File: config.mk
export PLATFORM = sky130hd
export DESIGN_NAME = wb_arbiter_flat
export DESIGN_NICKNAME = d
export VERILOG_FILES = /design/src/rtl/mips_pkg.sv /design/src/rtl/wb_arbiter_if.sv /design/src/rtl/wb_fifo.sv /design/src/rtl/wb_arbiter.sv /design/src/flat_wrapper.sv
export SDC_FILE = /design/constraint.sdc
export NUM_CORES = 1
export LEC_CHECK = 0
export BUFFER_PORTS_ARGS = -buffer_cell sky130_fd_sc_hd__buf_2
export CORE_ASPECT_RATIO = 1.5
export CORE_MARGIN = 1.5
export CORE_UTILIZATION = 51
export DETAILED_ROUTE_END_ITERATION = 12
export PLACE_DENSITY = 0.88
export SYNTH_ARGS = -nofsm -noshare
export SYNTH_HDL_FRONTEND = slang
export SYNTH_HIERARCHICAL = 1
export SYNTH_SLANG_ARGS = --single-unit
File: constraint.sdc
create_clock -name clk -period 5.7 [get_ports clk]
set_input_delay 0.57 -clock clk [delete_from_list [all_inputs] [get_ports clk]]
set_output_delay 0.57 -clock clk [all_outputs]
set_load 0.03 [all_outputs]
File: src/rtl/mips_pkg.sv
// Shared writeback types: default datapath widths, the hard-wired zero register,
// and the {rd, data} result record carried through the writeback stage.
package mips_pkg;
  localparam int DATA_W = 32;
  localparam int ADDR_W = 5;
  localparam logic [ADDR_W-1:0] REG_ZERO = 5'd0;

  typedef struct packed {
    logic [ADDR_W-1:0] rd;
    logic [DATA_W-1:0] data;
  } wb_req_t;
endpackage

File: src/rtl/wb_arbiter_if.sv
// Writeback bundle: ALU/mul-div result inputs and the two register-file write ports.
// The master side produces results; the slave side is the arbiter.
interface wb_arbiter_if
  import mips_pkg::*;
#(
  parameter int DEPTH = 4
);
  localparam int CW = $clog2(DEPTH) + 1;

  logic              alu0_valid;
  logic [ADDR_W-1:0] alu0_rd;
  logic [DATA_W-1:0] alu0_data;
  logic              alu1_valid;
  logic [ADDR_W-1:0] alu1_rd;
  logic [DATA_W-1:0] alu1_data;
  logic              md_valid;
  logic              md_ready;
  logic [ADDR_W-1:0] md_rd;
  logic [DATA_W-1:0] md_data;
  logic              write1;
  logic [ADDR_W-1:0] wr1;
  logic [DATA_W-1:0] wd1;
  logic              write2;
  logic [ADDR_W-1:0] wr2;
  logic [DATA_W-1:0] wd2;
  logic [CW-1:0]     md_count;

  modport master (
    output alu0_valid, alu0_rd, alu0_data,
    output alu1_valid, alu1_rd, alu1_data,
    output md_valid, md_rd, md_data,
    input  md_ready,
    input  write1, wr1, wd1, write2, wr2, wd2, md_count
  );

  modport slave (
    input  alu0_valid, alu0_rd, alu0_data,
    input  alu1_valid, alu1_rd, alu1_data,
    input  md_valid, md_rd, md_data,
    output md_ready,
    output write1, wr1, wd1, write2, wr2, wd2, md_count
  );
endinterface

File: src/rtl/wb_fifo.sv
// Mul/div result queue: one push and up to two pops per cycle, with the two
// oldest entries visible so the arbiter can drain both in one cycle.
module wb_fifo
  import mips_pkg::*;
#(
  parameter int DEPTH = 4,
  localparam int PW = $clog2(DEPTH),
  localparam int CW = PW + 1
) (
  input  logic          clk_i,
  input  logic          reset_i,
  input  logic          push_i,
  input  wb_req_t       push_data_i,
  input  logic [1:0]    pop_i,
  output wb_req_t       head_o,
  output wb_req_t       head1_o,
  output logic [CW-1:0] count_o
);
  wb_req_t       mem_q [DEPTH];
  logic [PW-1:0] rd_ptr_q;
  logic [PW-1:0] wr_ptr_q;
  logic [CW-1:0] count_q;

  // Storage carries no reset; occupancy alone decides which entries are live.
  always_ff @(posedge clk_i) begin
    if (push_i) begin
      mem_q[wr_ptr_q] <= push_data_i;
    end
  end

  always_ff @(posedge clk_i) begin
    if (reset_i) begin
      rd_ptr_q <= '0;
      wr_ptr_q <= '0;
      count_q  <= '0;
    end else begin
      wr_ptr_q <= wr_ptr_q + PW'(push_i);
      rd_ptr_q <= rd_ptr_q + PW'(pop_i);
      count_q  <= count_q + CW'(push_i) - CW'(pop_i);
    end
  end

  assign head_o  = mem_q[rd_ptr_q];
  assign head1_o = mem_q[rd_ptr_q + PW'(1)];
  assign count_o = count_q;
endmodule

File: src/rtl/wb_arbiter.sv
// Writeback arbiter: ALU pipes own their port slots; mul/div results fill any
// free slot oldest-first from the queue, falling back to a same-cycle bypass.
module wb_arbiter
  import mips_pkg::*;
#(
  parameter int DEPTH = 4
) (
  input  logic        clk,
  input  logic        reset,
  wb_arbiter_if.slave bus
);
  localparam int CW = $clog2(DEPTH) + 1;

  wb_req_t       head;
  wb_req_t       head1;
  wb_req_t       in_req;
  logic [CW-1:0] count;
  logic          md_ready;
  logic          slot1_busy;
  logic          slot2_busy;
  logic          in_cand;
  logic          bypass;
  logic          push;
  logic [1:0]    nfree;
  logic [1:0]    avail;
  logic [1:0]    pops;
  wb_req_t       item0;
  wb_req_t       item1;
  logic          item0_v;
  logic          item1_v;
  logic          write1_d, write1_q;
  logic          write2_d, write2_q;
  wb_req_t       p1_d, p1_q;
  wb_req_t       p2_d, p2_q;

  assign md_ready   = !reset && (count < CW'(DEPTH));
  assign in_req     = '{rd: bus.md_rd, data: bus.md_data};
  assign in_cand    = bus.md_valid && md_ready && (bus.md_rd != REG_ZERO);
  assign slot1_busy = bus.alu0_valid && (bus.alu0_rd != REG_ZERO);
  assign slot2_busy = bus.alu1_valid && (bus.alu1_rd != REG_ZERO);

  // The bypass only lands once every queued entry ahead of it has a slot.
  always_comb begin
    nfree  = {1'b0, !slot1_busy} + {1'b0, !slot2_busy};
    avail  = (count >= CW'(2)) ? 2'd2 : count[1:0];
    pops   = (avail < nfree) ? avail : nfree;
    bypass = in_cand && (pops < nfree);
    push   = in_cand && !bypass;
    if (pops != 2'd0) begin
      item0 = head;
    end else begin
      item0 = in_req;
    end
    if (pops == 2'd2) begin
      item1 = head1;
    end else begin
      item1 = in_req;
    end
    item0_v = (pops != 2'd0) || bypass;
    item1_v = (pops == 2'd2) || ((pops == 2'd1) && bypass);
  end

  // Slot1 takes the oldest mul/div candidate when free, slot2 the next one.
  always_comb begin
    write1_d = 1'b0;
    write2_d = 1'b0;
    p1_d     = '0;
    p2_d     = '0;
    if (slot1_busy) begin
      write1_d = 1'b1;
      p1_d     = '{rd: bus.alu0_rd, data: bus.alu0_data};
      if (slot2_busy) begin
        write2_d = 1'b1;
        p2_d     = '{rd: bus.alu1_rd, data: bus.alu1_data};
      end else begin
        write2_d = item0_v;
        p2_d     = item0_v ? item0 : '0;
      end
    end else begin
      write1_d = item0_v;
      p1_d     = item0_v ? item0 : '0;
      if (slot2_busy) begin
        write2_d = 1'b1;
        p2_d     = '{rd: bus.alu1_rd, data: bus.alu1_data};
      end else begin
        write2_d = item1_v;
        p2_d     = item1_v ? item1 : '0;
      end
    end
  end

  always_ff @(posedge clk) begin
    if (reset) begin
      write1_q <= 1'b0;
      write2_q <= 1'b0;
      p1_q     <= '0;
      p2_q     <= '0;
    end else begin
      write1_q <= write1_d;
      write2_q <= write2_d;
      p1_q     <= p1_d;
      p2_q     <= p2_d;
    end
  end

  wb_fifo #(.DEPTH(DEPTH)) u_fifo (
    .clk_i      (clk),
    .reset_i    (reset),
    .push_i     (push),
    .push_data_i(in_req),
    .pop_i      (pops),
    .head_o     (head),
    .head1_o    (head1),
    .count_o    (count)
  );

  assign bus.md_ready = md_ready;
  assign bus.write1   = write1_q;
  assign bus.wr1      = p1_q.rd;
  assign bus.wd1      = p1_q.data;
  assign bus.write2   = write2_q;
  assign bus.wr2      = p2_q.rd;
  assign bus.wd2      = p2_q.data;
  assign bus.md_count = count;
endmodule
File: src/flat_wrapper.sv
// flat-port wrapper written by rule: the top's interface ports become plain ports
module wb_arbiter_flat import mips_pkg::*;
#(
  parameter int DEPTH = 4
)
  (clk, reset, bus_alu0_valid, bus_alu0_rd, bus_alu0_data, bus_alu1_valid, bus_alu1_rd, bus_alu1_data, bus_md_valid, bus_md_rd, bus_md_data, bus_md_ready, bus_write1, bus_wr1, bus_wd1, bus_write2, bus_wr2, bus_wd2, bus_md_count);
  wb_arbiter_if #(.DEPTH(DEPTH)) bus_i ();
  input  logic clk;
  input  logic reset;
  input wire logic [$bits(bus_i.alu0_valid)-1:0] bus_alu0_valid;
  input wire logic [$bits(bus_i.alu0_rd)-1:0] bus_alu0_rd;
  input wire logic [$bits(bus_i.alu0_data)-1:0] bus_alu0_data;
  input wire logic [$bits(bus_i.alu1_valid)-1:0] bus_alu1_valid;
  input wire logic [$bits(bus_i.alu1_rd)-1:0] bus_alu1_rd;
  input wire logic [$bits(bus_i.alu1_data)-1:0] bus_alu1_data;
  input wire logic [$bits(bus_i.md_valid)-1:0] bus_md_valid;
  input wire logic [$bits(bus_i.md_rd)-1:0] bus_md_rd;
  input wire logic [$bits(bus_i.md_data)-1:0] bus_md_data;
  output wire logic [$bits(bus_i.md_ready)-1:0] bus_md_ready;
  output wire logic [$bits(bus_i.write1)-1:0] bus_write1;
  output wire logic [$bits(bus_i.wr1)-1:0] bus_wr1;
  output wire logic [$bits(bus_i.wd1)-1:0] bus_wd1;
  output wire logic [$bits(bus_i.write2)-1:0] bus_write2;
  output wire logic [$bits(bus_i.wr2)-1:0] bus_wr2;
  output wire logic [$bits(bus_i.wd2)-1:0] bus_wd2;
  output wire logic [$bits(bus_i.md_count)-1:0] bus_md_count;
  assign bus_i.alu0_valid = bus_alu0_valid;
  assign bus_i.alu0_rd = bus_alu0_rd;
  assign bus_i.alu0_data = bus_alu0_data;
  assign bus_i.alu1_valid = bus_alu1_valid;
  assign bus_i.alu1_rd = bus_alu1_rd;
  assign bus_i.alu1_data = bus_alu1_data;
  assign bus_i.md_valid = bus_md_valid;
  assign bus_i.md_rd = bus_md_rd;
  assign bus_i.md_data = bus_md_data;
  assign bus_md_ready = bus_i.md_ready;
  assign bus_write1 = bus_i.write1;
  assign bus_wr1 = bus_i.wr1;
  assign bus_wd1 = bus_i.wd1;
  assign bus_write2 = bus_i.write2;
  assign bus_wr2 = bus_i.wr2;
  assign bus_wd2 = bus_i.wd2;
  assign bus_md_count = bus_i.md_count;
  wb_arbiter #(.DEPTH(DEPTH)) u_core (.clk(clk), .reset(reset), .bus(bus_i));
endmodule
; Word-level counts from Yosys, hierarchy flattened
; Memory sizes are Yosys's and may differ from the RTL's. A register that Yosys moved wholly into a read port is not among the register bits.
; Cells that the tools add are included.
[classes]
n_eq_ne = 2
n_mux = 17
addsub = 6
order_cmp = 4
n_reduce_logical = 18
[op_table]
columns = operator, count
row1 = $mux 37, 8
row2 = $reduce_bool 5->1, 3
row3 = $logic_and 1x1->1, 8
row4 = $mux 1, 6
row5 = $mux 2, 3
row6 = $logic_not 1->1, 4
row7 = $lt 2x2->1, 2
row8 = $add 3x1->3, 1
row9 = $ge 3x2->1 const B, 1
row10 = $lt 3x3->1 const B, 1
row11 = $sub 3x2->3, 1
row12 = $add 1x1->2, 1
row13 = $add 2x1->2, 1
row14 = $add 2x1->2 const B, 1
row15 = $add 2x2->2, 1
row16 = $eq 2x1->1 const B, 1
row17 = $eq 2x2->1 const B, 1
row18 = $logic_or 1x1->1, 2
row19 = $reduce_bool 2->1, 1
[word_totals]
elab_cells = 57
register_bits = 83
ram_bits = 148
in_bits = 116
out_inout_bits = 80
memories = 1
[memory_table]
columns = memory, words, width, rd, rd_ports_with_merged_regs, wr, line
row1 = u_core.u_fifo.mem_q, 4, 37, 2, 1, 1, wb_fifo.sv:19  ; wb_req_t mem_q [DEPTH];

; Longest topological paths before layout
[depth]
ltp_word = 13
depth_mapped = 13

; By module
; The synthesis kept the hierarchy.
[modules_own_cells]
columns = mod, n_inst, area_each_um2, cells_each
row1 = wb_fifo, 1, 6596.3, 270
row2 = wb_arbiter, 1, 4287.9, 487

; Worst setup path after synthesis
; No wires, ideal clock.
[synth_path]
kind = input to register
startpoint = input port bus_alu0_rd[1]
endpoint = memory u_core/u_fifo/mem_q[0][0] (netlist bit) (enable)
cell_stages = 9
n_path_buf = 1
setup_ps = 486
t_required_ps = 5214
setup_slack_ps = -465
arrival_time_ps = 5680
cell_sequence = or4_4 o21ai_2 clkbuf_1 nand2_1 inv_1 ha_1 o21ai_0 a221oi_1 nor3b_1
[synth_via]
elab_chain_len = 12
[synth_lines]
columns = item, line
row1 = "start, declared", flat_wrapper.sv:11  ; input wire logic [$bits(bus_i.alu0_rd)-1:0] bus_alu0_rd;
row2 = $reduce_bool 5->1 (*), wb_arbiter.sv:39  ; assign slot1_busy = bus.alu0_valid && (bus.alu0_rd != REG_ZERO);
row3 = $logic_and 1x1->1 (*), wb_arbiter.sv:39
row4 = $logic_not 1->1 (*), wb_arbiter.sv:44  ; nfree = {1'b0, !slot1_busy} + {1'b0, !slot2_busy};
row5 = $add 1x1->2 (*), wb_arbiter.sv:44
row6 = $lt 2x2->1, wb_arbiter.sv:46  ; pops = (avail < nfree) ? avail : nfree;
row7 = $mux 2 (*), wb_arbiter.sv:46
row8 = net u_core.pops[1], wb_arbiter.sv:26  ; logic [1:0] pops;
row9 = $lt 2x2->1 (*), wb_arbiter.sv:47  ; bypass = in_cand && (pops < nfree);
row10 = $logic_and 1x1->1 (*), wb_arbiter.sv:47
row11 = $logic_not 1->1 (*), wb_arbiter.sv:48  ; push = in_cand && !bypass;
row12 = $logic_and 1x1->1 (*), wb_arbiter.sv:48
row13 = net u_core.push, wb_arbiter.sv:23  ; logic push;
row14 = $mux 1 (*), wb_fifo.sv:26  ; if (push_i) begin
row15 = $mux 1 (implied by the code) (*), wb_fifo.sv:27  ; mem_q[wr_ptr_q] <= push_data_i;
row16 = "end, declared", wb_fifo.sv:19
; The timed path passes the listed nets; every way through them passes the cells marked *.

; Final worst setup path
[layout_path]
startpoint = input port bus_alu1_rd[1]
endpoint = memory u_core/u_fifo/mem_q[2][29] (netlist bit) (enable)
[layout_via]
elab_chain_len = 12
[layout_lines]
columns = item, line
row1 = "start, declared", flat_wrapper.sv:14  ; input wire logic [$bits(bus_i.alu1_rd)-1:0] bus_alu1_rd;
row2 = $reduce_bool 5->1 (*), wb_arbiter.sv:40  ; assign slot2_busy = bus.alu1_valid && (bus.alu1_rd != REG_ZERO);
row3 = $logic_and 1x1->1 (*), wb_arbiter.sv:40
row4 = $logic_not 1->1 (*), wb_arbiter.sv:44
row5 = $add 1x1->2 (*), wb_arbiter.sv:44
row6 = $lt 2x2->1, wb_arbiter.sv:46
row7 = $mux 2 (*), wb_arbiter.sv:46
row8 = net u_core.pops[1], wb_arbiter.sv:26
row9 = $lt 2x2->1 (*), wb_arbiter.sv:47
row10 = $logic_and 1x1->1 (*), wb_arbiter.sv:47
row11 = $logic_not 1->1 (*), wb_arbiter.sv:48
row12 = $logic_and 1x1->1 (*), wb_arbiter.sv:48
row13 = net u_core.push, wb_arbiter.sv:23
row14 = $mux 1 (*), wb_fifo.sv:26
row15 = $mux 1 (implied by the code) (*), wb_fifo.sv:27
; Marked as above.

==> metrics.md <==
| Metric | Value |
|---|---|
| Status | finished, final reports clean |
| Total I/O pin count | roughly 200 |
| Largest delay share family, worst path | simple AND/OR/NAND/NOR gates |
| Post-Place Cells | 1152 |
| Setup crit start kind | primary input |
| Vias per cell | between 6 and 7 |
| Die area | between 20000 and 25000 um^2 |
| TritonCTS buffer count | 23 |
| Critical path's slowest cell | a221oi_1 |
| Syn Area/Cell | roughly 14 um^2 |
| Max Cap Viol | 0 |
| Top post-synthesis cells by area | edfxtp_1, mux4_2, dfxtp_1, o32ai_2, a21oi_1 |
| Core ar. | between 20000 and 25000 um^2 |
| Hold depth | 1 |
| Register-to-register setup slack | 2.08 ns |
| Setup Buffers After CTS | 0 |
| Min Hold Slack | 0.319 ns |
| First-pass GRT wire length | between 40 and 50 mm |
| Layout filler cell count | ~1500 |
| Initial antenna violation count | 5 |
| Worst Max-Slew Pin Slew | roughly 1.3 ns |
| CTS sink count | approximately 230 |
| Vias | between 8000 and 9000 |
| Clock Pin Slew Worst Setup and Hold Paths | around 0.07 ns |
| Leading area contributor after synthesis | edfxtp_1 |
| Critical Path Fanout Max | 19 |
| Post-CTS Hold Fix Bufs | 0 |
| Post-Layout Cell Count | between 1000 and 1500 |
| RR Startpoint | u_core/u_fifo/count_o[0]$_SDFF_PP0_ |
| Worst Setup Slack post-DPL | about 1.1 ns |
| Final setup vio count | 0 |
| Total detailed-routing wirelength | 30.6 mm |
| Crit path kind | primary input to flip-flop |
| Synth warn | 6 |
| Worst path bufs/invs | 3 |
| Largest net degree at the start of global routing | between 100 and 150 |
| GP Congestion | 0.870 |
| Worst EP required | around 5.9 ns |
| Clk_skew | 0.0165 ns |
| Antenna Nets Post-Route | 0 |
| Fmax | approximately 240 MHz |
| Final worst path period need | between 4 and 5 ns |
| Mapped Nets | just under 900 |
| Worst Setup End Kind | flip-flop |
| Final max-slew violation count | 0 |
| Power per cell area | around 430 nW/um^2 |
| Die width | 122 um |
| Layout cells sized above 1 | 0.396 |
| Area growth from synthesis to layout | 17.2% |
| Total gr overflow | 0 |
| Post-layout net count | between 1000 and 1500 |
| IO Port Bufs | approximately 200 |
| Clock latency on the worst-skew pair | a little over 0.5 ns |
| Seq cells post-synth | ~230 |
| Unrepaired setup endpoints after global routing | no |
| Initial Util | 0.519 |
| Synthesized instance count | 757 |
| Seq/Total Area, Yosys | 0.561 |
| Crit share post-route | 0.732 |
| Fin worst setup slack | 1.53 ns |
| CP Data Arrival Time | 4.37 ns |
| Worst flop-to-flop path endpoint | u_core/u_fifo/mem_q[2][29]$_DFFE_PP_ |
| CP Cell Sequence | buf_2, or4_1, o21ai_4, nand2_1, inv_1, ha_1, o21ai_0, a221oi_1, nand2_1, nor2_4, buf_4 |
| Total power | between 0.005 and 0.006 W |
| Synth top area share | 0.408 |
| Top cell by count, worst path | nand2_1 |
| Peak supply drop | ~310 uV |
| Distinct cell type count after synthesis | 52 |
| HP Class | primary input to flip-flop |
| Commonest non-fill, non-tap cells in the layout | buf_2, edfxtp_1, dfxtp_1, mux4_2, a21oi_1 |
| Commonest non-fill, non-tap cell in the layout | buf_2 |
| Synth Flop Type | edfxtp_1 |
| Vias in the first global route | around 8400 |
| Hold Crit Start | bus_md_data[8] |
| Number of flops mapped to enable cells by yosys | approximately 150 |
| CTS Root Buffer Type | clkbuf_16 |
| Reg2reg path depth | 6 |
| Final Hold Viols | 0 |
| Total track usage | 0.275 |
| Largest stage delay on the critical path | approximately 0.88 ns |
| Hpwl dp | between 15 and 20 mm |
| WL per Instance | 25.6 um |
| Pre-Repair DR Iteration Count | 6 |
| Residual DRC | 0 |
| Ys async rst share | 0 |
| Hold path endpoint | u_core/u_fifo/mem_q[3][8]$_DFFE_PP_ |
| Initial DRC Count | a little over 1000 |
| Deepest clock path buffer count | 3 |
| Leak | 4.46 nW |
| Setup tns final | 0 ns |
| CTS tree | built |
| Htree depth | 1 |
| Synthesized cell area | 10900 um^2 |
| Die Ht | roughly 180 um |
| # rows | 65 |
| Slew Limit Headroom | 0.100 |
| Post-cts resize count | 0 |
power breakdown:
group	switching, W	internal (W)	leakage (nW)
Clock	0.000647	0.000931	0.381
Sequential	0.000224	0.00193	2.02
Combinational	0.000971	0.000745	2.05
cells in the mapped netlist (2+ instances only):
cell type  number
a41oi_1         2
o32ai_1         7
nor2b_1         5
inv_1           7
nand4_1        39
mux4_2         74
nor2_1         10
a221o_1        35
edfxtp_1      148
o32ai_2        29
clkbuf_1       51
o211ai_1       39
buf_2          13
or2_2           2
and3_1          3
ha_1            8
a31oi_1         3
o21ai_0        39
o21a_1          2
xnor2_1         2
a21oi_1        71
dfxtp_1        83
or4_1           2
nand2_1        40
buf_6          12
nand3_1         2
nor3b_1         2
or4_4           2
nor3_1          2
worst max-delay path by stage:
stage	startpoint	endpoint	slack, ns	cells after the start
2_1_floorplan	bus_alu0_rd[1]	u_core/u_fifo/mem_q[2][0]$_DFFE_PP_	0.76	10
3_3_place_gp	bus_alu1_rd[1]	u_core/u_fifo/mem_q[3][13]$_DFFE_PP_	1.34	9
3_5_place_dp	bus_alu1_rd[1]	u_core/u_fifo/mem_q[1][23]$_DFFE_PP_	1.09	9
4_1_cts	bus_alu1_rd[1]	u_core/u_fifo/mem_q[1][28]$_DFFE_PP_	1.59	9
5_1_grt	bus_alu1_rd[1]	u_core/u_fifo/mem_q[2][29]$_DFFE_PP_	1.32	11
6_report	bus_alu1_rd[1]	u_core/u_fifo/mem_q[2][29]$_DFFE_PP_	1.53	11
worst register-to-register path, stage by stage, from the launching register on:
cell and delay [ns]:
dfxtp_1 0.38, nor3b_1 0.68, nor3_1 0.29, a221oi_1 0.83
nand2_1 0.21, nor2_4 0.58, buf_4 0.34
registers in the layout (all words and copies together), names as in the netlist:
name and cells:
u_core/u_fifo/wr_ptr_q 2, u_core/bus.wr2 5, u_core/bus.wr1 5, u_core/u_fifo/mem_q 148, u_core/u_fifo/rd_ptr_q 2, u_core/bus.wd1 32
u_core/bus.write2 1, u_core/u_fifo/count_o 3, u_core/bus.write1 1, u_core/bus.wd2 32
final cells by class:
class	instances	area (um^2)	share of cell area
Timing Repair Buffer	205	1050	0.0824
Clock buffer	26	587	0.0460
Sequential cell	231	6110	0.479
Antenna cell	2	5.00	0.000392
Clock inverter	15	196	0.0154
Multi-Input combinational cell	441	4440	0.348
Inverter	7	26.3	0.00206
Tap cell	268	335	0.0263
routing by layer:
layer | global-route usage | part of all wire | routed length (um)
met3 | 0.0537 | 0.093 | 2840
met5 | 0 | 0.00082 | 25
met2 | 0.466 | 0.52 | 15900
met4 | 0.141 | 0.046 | 1390
met1 | 0.329 | 0.34 | 10400
cell families after synthesis:
group,count (synthesis),synth area share
AOI/OAI and AO/OA,240,0.173
xor gates and xnor gates,4,0.00586
adders and majority gates,9,0.0110
buffers and inverters,85,0.0394
DFF,231,0.561
muxes,75,0.154
and+or+nand+nor,113,0.0552
metrics by stage:
step	utilization	area, um^2
6_report	0.608	12800
5_1_grt	0.608	12800
4_1_cts	0.608	12800
3_5_place_dp	0.570	12000
3_3_place_gp	0.570	12000
2_1_floorplan	-	10900
Note: power is estimated with default switching activity, not from simulation.
